`config.mk`:
```
export PLATFORM = sky130hd
export DESIGN_NAME = gmii_rx_frame_ctrl_flat
export DESIGN_NICKNAME = d
export VERILOG_FILES = /design/src/rtl/gmii_rx_frame_ctrl_if.sv /design/src/rtl/gmii_rx_frame_ctrl.sv /design/src/flat_wrapper.sv
export SDC_FILE = /design/constraint.sdc
export NUM_CORES = 1
export LEC_CHECK = 0
export CAP_MARGIN = 20
export CORE_ASPECT_RATIO = 1.1
export CORE_MARGIN = 2
export CORE_UTILIZATION = 46
export DETAILED_ROUTE_END_ITERATION = 12
export MAX_ROUTING_LAYER = met4
export PLACE_DENSITY = 0.87
export REMOVE_ABC_BUFFERS = 1
export SYNTH_ARGS = -nofsm -noshare
export SYNTH_HDL_FRONTEND = slang
export SYNTH_SLANG_ARGS = --single-unit
```
`constraint.sdc`:
```
create_clock -name gmii_rx_clk -period 2.3 [get_ports gmii_rx_clk]
set_clock_uncertainty 0.05 [all_clocks]
set_input_delay 0.46 -clock gmii_rx_clk [delete_from_list [all_inputs] [get_ports gmii_rx_clk]]
set_output_delay 0.46 -clock gmii_rx_clk [all_outputs]
set_load 0.1 [all_outputs]
```
`src/rtl/gmii_rx_frame_ctrl_if.sv`:
```
`default_nettype none
// ============================================================================
//  Module      : gmii_rx_frame_ctrl_if
//  Description : GMII receive input bundle plus framed byte-stream and status
//                outputs of the receive frame controller.
//  Revision    : 1.0 - initial release
// ============================================================================
interface gmii_rx_frame_ctrl_if #(
   parameter int CNT_W = 16
);
   // GMII side, driven by the receiver front end
   logic              rx_en;
   logic              gmii_rx_dv;
   logic [7:0]        gmii_rxd;

   // Framed byte stream and status toward the consumer
   logic              rx_valid;
   logic [7:0]        rx_data;
   logic              rx_sof;
   logic              rx_eof;
   logic              rx_err;
   logic [15:0]       rx_len;
   logic              busy;
   logic [CNT_W-1:0]  frame_ok_cnt;
   logic [CNT_W-1:0]  frame_err_cnt;

   // Source of GMII bytes / consumer of the frame stream
   modport master (
      output rx_en, gmii_rx_dv, gmii_rxd,
      input  rx_valid, rx_data, rx_sof, rx_eof, rx_err, rx_len, busy,
             frame_ok_cnt, frame_err_cnt
   );

   // Frame controller side
   modport slave (
      input  rx_en, gmii_rx_dv, gmii_rxd,
      output rx_valid, rx_data, rx_sof, rx_eof, rx_err, rx_len, busy,
             frame_ok_cnt, frame_err_cnt
   );
endinterface
`default_nettype wire

```
`src/rtl/gmii_rx_frame_ctrl.sv`:
```
`default_nettype none
// ============================================================================
//  Module      : gmii_rx_frame_ctrl
//  Description : GMII receive frame controller. Detects preamble/SFD, strips
//                them, delivers frame bytes with sof/eof/err/len two cycles
//                after input and keeps saturating good/bad frame counters.
//  Revision    : 1.0 - initial release
// ============================================================================
module gmii_rx_frame_ctrl #(
   parameter int PRE_MIN = 1,
   parameter int MIN_LEN = 64,
   parameter int MAX_LEN = 1518,
   parameter int CNT_W   = 16
) (
   input  wire logic             gmii_rx_clk,
   input  wire logic             gmii_rx_rst,
   gmii_rx_frame_ctrl_if.slave   bus
);
   typedef enum logic [1:0] {
      S_IDLE = 2'd0,
      S_PRE  = 2'd1,
      S_DATA = 2'd2,
      S_DROP = 2'd3
   } state_t;

   localparam logic [7:0]         c_PREAMBLE = 8'h55;
   localparam logic [7:0]         c_SFD      = 8'hD5;
   localparam int                 c_PRE_W    = $clog2(PRE_MIN + 1);
   localparam logic [c_PRE_W-1:0] c_PRE_MIN  = c_PRE_W'(PRE_MIN);
   localparam logic [15:0]        c_MIN_LEN  = 16'(MIN_LEN);
   localparam logic [15:0]        c_MAX_LEN  = 16'(MAX_LEN);
   localparam logic [CNT_W-1:0]   c_CNT_MAX  = {CNT_W{1'b1}};

   state_t             state_q, state_d;
   logic [c_PRE_W-1:0] pre_cnt_q, pre_cnt_d;
   logic [15:0]        len_q, len_d;      // bytes loaded since SFD; hold is full when non-zero
   logic [7:0]         hold_q, hold_d;    // newest byte, held back so eof can mark it
   logic               valid_q, valid_d;
   logic [7:0]         data_q, data_d;
   logic               sof_q, sof_d;
   logic               eof_q, eof_d;
   logic               err_q, err_d;
   logic [15:0]        olen_q, olen_d;
   logic               busy_q, busy_d;
   logic [CNT_W-1:0]   ok_cnt_q, ok_cnt_d;
   logic [CNT_W-1:0]   err_cnt_q, err_cnt_d;
   logic               ok_inc, err_inc;

   // Next-state, output and counter decode for the frame sequencer
   always_comb begin
      state_d   = state_q;
      pre_cnt_d = pre_cnt_q;
      len_d     = len_q;
      hold_d    = hold_q;
      valid_d   = 1'b0;
      data_d    = 8'h00;
      sof_d     = 1'b0;
      eof_d     = 1'b0;
      err_d     = 1'b0;
      olen_d    = 16'd0;
      ok_inc    = 1'b0;
      err_inc   = 1'b0;

      case (state_q)
         S_IDLE: begin
            if (bus.rx_en && bus.gmii_rx_dv) begin
               if (bus.gmii_rxd == c_PREAMBLE) begin
                  state_d   = S_PRE;
                  pre_cnt_d = c_PRE_W'(1);
               end else begin
                  state_d = S_DROP;
                  err_inc = 1'b1;
               end
            end
         end

         S_PRE: begin
            if (!bus.gmii_rx_dv) begin
               state_d = S_IDLE;
               err_inc = 1'b1;
            end else if (bus.gmii_rxd == c_PREAMBLE) begin
               if (pre_cnt_q < c_PRE_MIN) pre_cnt_d = pre_cnt_q + c_PRE_W'(1);
            end else if ((bus.gmii_rxd == c_SFD) && (pre_cnt_q >= c_PRE_MIN)) begin
               state_d = S_DATA;
               len_d   = 16'd0;
            end else begin
               state_d = S_DROP;
               err_inc = 1'b1;
            end
         end

         S_DATA: begin
            if (bus.gmii_rx_dv) begin
               if (len_q == c_MAX_LEN) begin
                  // Oversize: close the frame on byte MAX_LEN and discard the rest
                  valid_d = 1'b1;
                  data_d  = hold_q;
                  sof_d   = (len_q == 16'd1);
                  eof_d   = 1'b1;
                  err_d   = 1'b1;
                  olen_d  = len_q;
                  err_inc = 1'b1;
                  state_d = S_DROP;
               end else begin
                  hold_d = bus.gmii_rxd;
                  len_d  = len_q + 16'd1;
                  if (len_q != 16'd0) begin
                     valid_d = 1'b1;
                     data_d  = hold_q;
                     sof_d   = (len_q == 16'd1);
                  end
               end
            end else begin
               state_d = S_IDLE;
               if (len_q == 16'd0) begin
                  err_inc = 1'b1;
               end else begin
                  valid_d = 1'b1;
                  data_d  = hold_q;
                  sof_d   = (len_q == 16'd1);
                  eof_d   = 1'b1;
                  err_d   = (len_q < c_MIN_LEN);
                  olen_d  = len_q;
                  ok_inc  = (len_q >= c_MIN_LEN);
                  err_inc = (len_q < c_MIN_LEN);
               end
            end
         end

         S_DROP: begin
            if (!bus.gmii_rx_dv) state_d = S_IDLE;
         end

         default: state_d = S_IDLE;
      endcase

      busy_d    = (state_d != S_IDLE);
      ok_cnt_d  = (ok_inc  && (ok_cnt_q  != c_CNT_MAX)) ? ok_cnt_q  + CNT_W'(1) : ok_cnt_q;
      err_cnt_d = (err_inc && (err_cnt_q != c_CNT_MAX)) ? err_cnt_q + CNT_W'(1) : err_cnt_q;
   end

   // State, datapath and output registers
   always_ff @(posedge gmii_rx_clk) begin
      if (gmii_rx_rst) begin
         state_q   <= S_IDLE;
         pre_cnt_q <= '0;
         len_q     <= 16'd0;
         hold_q    <= 8'h00;
         valid_q   <= 1'b0;
         data_q    <= 8'h00;
         sof_q     <= 1'b0;
         eof_q     <= 1'b0;
         err_q     <= 1'b0;
         olen_q    <= 16'd0;
         busy_q    <= 1'b0;
         ok_cnt_q  <= '0;
         err_cnt_q <= '0;
      end else begin
         state_q   <= state_d;
         pre_cnt_q <= pre_cnt_d;
         len_q     <= len_d;
         hold_q    <= hold_d;
         valid_q   <= valid_d;
         data_q    <= data_d;
         sof_q     <= sof_d;
         eof_q     <= eof_d;
         err_q     <= err_d;
         olen_q    <= olen_d;
         busy_q    <= busy_d;
         ok_cnt_q  <= ok_cnt_d;
         err_cnt_q <= err_cnt_d;
      end
   end

   assign bus.rx_valid      = valid_q;
   assign bus.rx_data       = data_q;
   assign bus.rx_sof        = sof_q;
   assign bus.rx_eof        = eof_q;
   assign bus.rx_err        = err_q;
   assign bus.rx_len        = olen_q;
   assign bus.busy          = busy_q;
   assign bus.frame_ok_cnt  = ok_cnt_q;
   assign bus.frame_err_cnt = err_cnt_q;
endmodule
`default_nettype wire
```
`src/flat_wrapper.sv`:
```
// flat-port wrapper written by rule: the top's interface ports become plain ports
module gmii_rx_frame_ctrl_flat 
#(
   parameter int PRE_MIN = 1,
   parameter int MIN_LEN = 64,
   parameter int MAX_LEN = 1518,
   parameter int CNT_W   = 16
)
  (gmii_rx_clk, gmii_rx_rst, bus_rx_en, bus_gmii_rx_dv, bus_gmii_rxd, bus_rx_valid, bus_rx_data, bus_rx_sof, bus_rx_eof, bus_rx_err, bus_rx_len, bus_busy, bus_frame_ok_cnt, bus_frame_err_cnt);
  gmii_rx_frame_ctrl_if #(.CNT_W(CNT_W)) bus_i ();
  input  wire logic gmii_rx_clk;
  input  wire logic gmii_rx_rst;
  input wire logic [$bits(bus_i.rx_en)-1:0] bus_rx_en;
  input wire logic [$bits(bus_i.gmii_rx_dv)-1:0] bus_gmii_rx_dv;
  input wire logic [$bits(bus_i.gmii_rxd)-1:0] bus_gmii_rxd;
  output wire logic [$bits(bus_i.rx_valid)-1:0] bus_rx_valid;
  output wire logic [$bits(bus_i.rx_data)-1:0] bus_rx_data;
  output wire logic [$bits(bus_i.rx_sof)-1:0] bus_rx_sof;
  output wire logic [$bits(bus_i.rx_eof)-1:0] bus_rx_eof;
  output wire logic [$bits(bus_i.rx_err)-1:0] bus_rx_err;
  output wire logic [$bits(bus_i.rx_len)-1:0] bus_rx_len;
  output wire logic [$bits(bus_i.busy)-1:0] bus_busy;
  output wire logic [$bits(bus_i.frame_ok_cnt)-1:0] bus_frame_ok_cnt;
  output wire logic [$bits(bus_i.frame_err_cnt)-1:0] bus_frame_err_cnt;
  assign bus_i.rx_en = bus_rx_en;
  assign bus_i.gmii_rx_dv = bus_gmii_rx_dv;
  assign bus_i.gmii_rxd = bus_gmii_rxd;
  assign bus_rx_valid = bus_i.rx_valid;
  assign bus_rx_data = bus_i.rx_data;
  assign bus_rx_sof = bus_i.rx_sof;
  assign bus_rx_eof = bus_i.rx_eof;
  assign bus_rx_err = bus_i.rx_err;
  assign bus_rx_len = bus_i.rx_len;
  assign bus_busy = bus_i.busy;
  assign bus_frame_ok_cnt = bus_i.frame_ok_cnt;
  assign bus_frame_err_cnt = bus_i.frame_err_cnt;
  gmii_rx_frame_ctrl #(.PRE_MIN(PRE_MIN), .MIN_LEN(MIN_LEN), .MAX_LEN(MAX_LEN), .CNT_W(CNT_W)) u_core (.gmii_rx_clk(gmii_rx_clk), .gmii_rx_rst(gmii_rx_rst), .bus(bus_i));
endmodule
```
==> results.toml <==
[status]
status = "finished clean"

[worst_hold_path]
worst_hold_path_type = "flop to flop"

[clock_tree]
postCtsSetupBuffers = 0
htree_num_levels = 3
cts_tree = "yes"
cts_buffers = 9
cts.sinks = 88
hold_buffers = 0
root_buffer = "clkbuf_8"
clock_path_buffers = 2
clkLatencyLatePin_ns = 0.35
clkTransAtPathRegs_ns = 0.09

[placement]
hpwl_um = 6040
place_inst = 593
place_ws_ns = -0.343
portBuffers = 72
gp_congestion = 0.878

[worst_setup_path]
crit_path_start_kind = "input pin"
required_ns = 2.49
cp_slowest_cell = "clkdlybuf4s50_1"
endpoint_kind = "flop"
path_cells = "clkdlybuf4s50_1, and4bb_2, nand4_1, a2111oi_4, buf_4, nand4_1, xor2_1, nor2_1"
cpMostUsedCell = "nand4_1"
criticalPathCategory = "input pin to flop"
cpPeakStageDelay_ns = 0.45
crit_fanout = 6
arrival_ns = 2.39

[sta]
timing.final.crit_share_pct = 95.6
setup_tns_ns = 0
holdWs_ns = 0.414
maxSlewHeadroom_pct = 63.8
fmax_mhz = 455
finalCriticalPeriod_ns = 2.20
setup_viol = 0
fin_ws_ns = 0.101
rsz0062_at_grt = "false"
final-hold-violation-count = 0
slew_violations = 0
worstMarginPinSlew_ns = 0.540

[global_routing]
grt_max_degree = 29
grtUsageMet2_pct = 33.6
grt_use_total_pct = 19.8
grt_pass1_vias = 3103
overflow = 0
grt_pass1_wl_um = 13800
busiest_layer = "met2"
grtUsageMet3_pct = 6.33
use_met1_pct = 21.3
antenna_found_initial = 1

[finish]
seqCellArea_mm2 = 0.00176
multi_input_area_mm2 = 0.00183
post_route_cells_drive_above_1_share_pct = 23.4
nets = 514
areaGrowthSynthToFinish_pct = 28.0
final_cell_count_no_fill = 610
final.fill_count = 659

[logic_synthesis]
syn_avg_cell_area_um2 = 9.27
synthesis.area_mm2 = 0.00372
ys_seq_elements = 88
synth.distinct_cells = 51
yosys_warnings = 0
synthFlopType = "dfxtp_1"
netlist_instances = 401
synth-edff-count = 0
synth-async-reset-ratio_pct = 0
yosysSeqAreaShare_pct = 47.4

[drt]
drt-pass1-iter-count = 4
post_drt_wl_per_cell_um = 13.4
drt_wl_total_um = 8170
drc = 0
drtIter0Drc = 151
num_vias = 3198
via_per_inst = 5.24
ant_nets = 0

[pwr]
power.leakage_nw = 1.91
pwr-share-comb_pct = 7.9
netSwitchingFraction_pct = 23.7
vdd_drop_max_mv = 0.292
p_per_area_mw_per_mm2 = 617
internal_power_mw = 2.24
clkPwrFrac_pct = 39.2
p_seq_share_pct = 52.9
total_power_mw = 2.94
switchingPower_mw = 0.697

[floorplan]
num_rows = 34
die_y_um = 98.3
die_area_mm2 = 0.00882
coreArea_mm2 = 0.00787
die_x_um = 89.7
initial_core_util_pct = 47.2
io_pins = 73

[run]
max_cap_violations = 0
## path summary, 6_finish.rpt
kind / depth (start not counted) / end / slack, ns / start
hold / removal: 1 / u_core.bus.rx_data[3]$_SDFF_PP0_ / 0.41 / u_core.hold_q[3]$_SDFFE_PP0P_
setup reg to reg: 7 / u_core.bus.frame_err_cnt[11]$_SDFFE_PP0P_ / 0.14 / u_core.len_q[8]$_SDFFE_PP0P_
hold reg to reg: 1 / u_core.bus.rx_data[3]$_SDFF_PP0_ / 0.41 / u_core.hold_q[3]$_SDFFE_PP0P_
setup / recovery: 8 / u_core.len_q[11]$_SDFFE_PP0P_ / 0.10 / bus_gmii_rxd[5]
## cells in the final DEF, fill, tap and decap left out, drive strengths merged, types with 2 or more instances in the layout
cell	instances
and2	23
nand3	15
clkbuf	10
nand4	18
nor2	62
and3	10
nand3b	2
a21oi	19
a211oi	2
dfxtp	88
buf	90
o21ai	17
nor4	7
and4	3
a31oi	2
clkinv	3
nor3	8
ha	6
inv	5
mux2	3
or3	14
nand2b	3
nor2b	3
clkdlybuf4s50	9
mux2i	11
nand2	18
xnor2	5
and3b	2
xor2	22
bufinv	2
nor3b	2
## area by class of cell
type / instances / area share, %
antenna: 1 / 0.0526
clock buffer: 10 / 2.68
clock inverter: 6 / 1.97
inverter: 5 / 0.394
multi-input combinational: 292 / 38.5
sequential: 88 / 37.0
tap: 108 / 2.84
timing repair buffer: 100 / 16.6
## worst max-delay path: cells and delay by family
| kind | cells | cell delay, ns |
|---|---|---|
| AND/OR/NAND/NOR | 4 | 0.71 |
| buffers and inverters | 2 | 0.65 |
| AO/OA/AOI/OAI | 1 | 0.40 |
| XOR/XNOR | 1 | 0.17 |
## registers in the layout (all words and copies together), names as in the netlist
register                  flops
u_core.bus.busy               1
u_core.bus.frame_err_cnt     16
u_core.bus.frame_ok_cnt      16
u_core.bus.rx_data            8
u_core.bus.rx_eof             1
u_core.bus.rx_err             1
u_core.bus.rx_len            16
u_core.bus.rx_sof             1
u_core.bus.rx_valid           1
u_core.hold_q                 8
u_core.len_q                 16
u_core.pre_cnt_q              1
u_core.state_q                2
## cell families after synthesis
group / share of synthesized area [%]
and+or+nand+nor: 29.0
DFF: 47.4
AOI/OAI and AO/OA: 8.04
xor gates and xnor gates: 6.36
buffers and inverters: 3.33
muxes: 3.87
adders and majority gates: 2.02
## power groups by stage
stage / sequential [mW] / combinational (mW) / clock, mW
CTS: 1.55 / 0.235 / 1.18
floorplan: 1.65 / 0.0707 / 0
global placement: 1.59 / 0.226 / 0
detailed placement: 1.59 / 0.235 / 0
finish: 1.55 / 0.233 / 1.15
global route: 1.56 / 0.251 / 1.25
## metal layers
metal,wire [um],vias up
li1,-,1586
met1,3420,1502
met2,4020,93
met3,516,17
met4,210,0
met5,0,-
## cells in the mapped netlist, types with 2 or more instances
cell type | n | area [um^2]
dfxtp_1 | 88 | 1760
nor2_1 | 62 | 233
and2_1 | 23 | 144
xor2_1 | 22 | 193
a21oi_1 | 19 | 95.1
nand2_1 | 18 | 67.6
nand4_1 | 18 | 113
nand3_1 | 15 | 75.1
or3_1 | 14 | 87.6
o21ai_0 | 13 | 65.1
mux2i_1 | 11 | 110
and3_1 | 10 | 62.6
nor3_1 | 8 | 40.0
nor4_1 | 7 | 43.8
ha_1 | 6 | 75.1
clkbuf_1 | 5 | 18.8
inv_1 | 5 | 18.8
xnor2_1 | 5 | 43.8
buf_6 | 4 | 45.0
and4_1 | 3 | 26.3
buf_2 | 3 | 15.0
buf_4 | 3 | 22.5
mux2_2 | 3 | 33.8
nor2b_1 | 3 | 18.8
o21ai_1 | 3 | 15.0
a31oi_1 | 2 | 12.5
and3b_1 | 2 | 17.5
nand2b_1 | 2 | 12.5
nand3b_1 | 2 | 15.0
## what timing repair did
item / in CTS / in global routing
setup endpoints to repair: 0 / 10
endpoints found under the hold margin: 0 / 0
resized for setup: 0 / 1
## metrics by stage
stage,area [um^2],util (%)
finish,4760,60.5
global route,4760,60.5
CTS,4750,60.4
detailed placement,4530,57.6
global placement,4530,57.6
floorplan,3610,-
No activity file was read; power rests on OpenSTA's default activity.
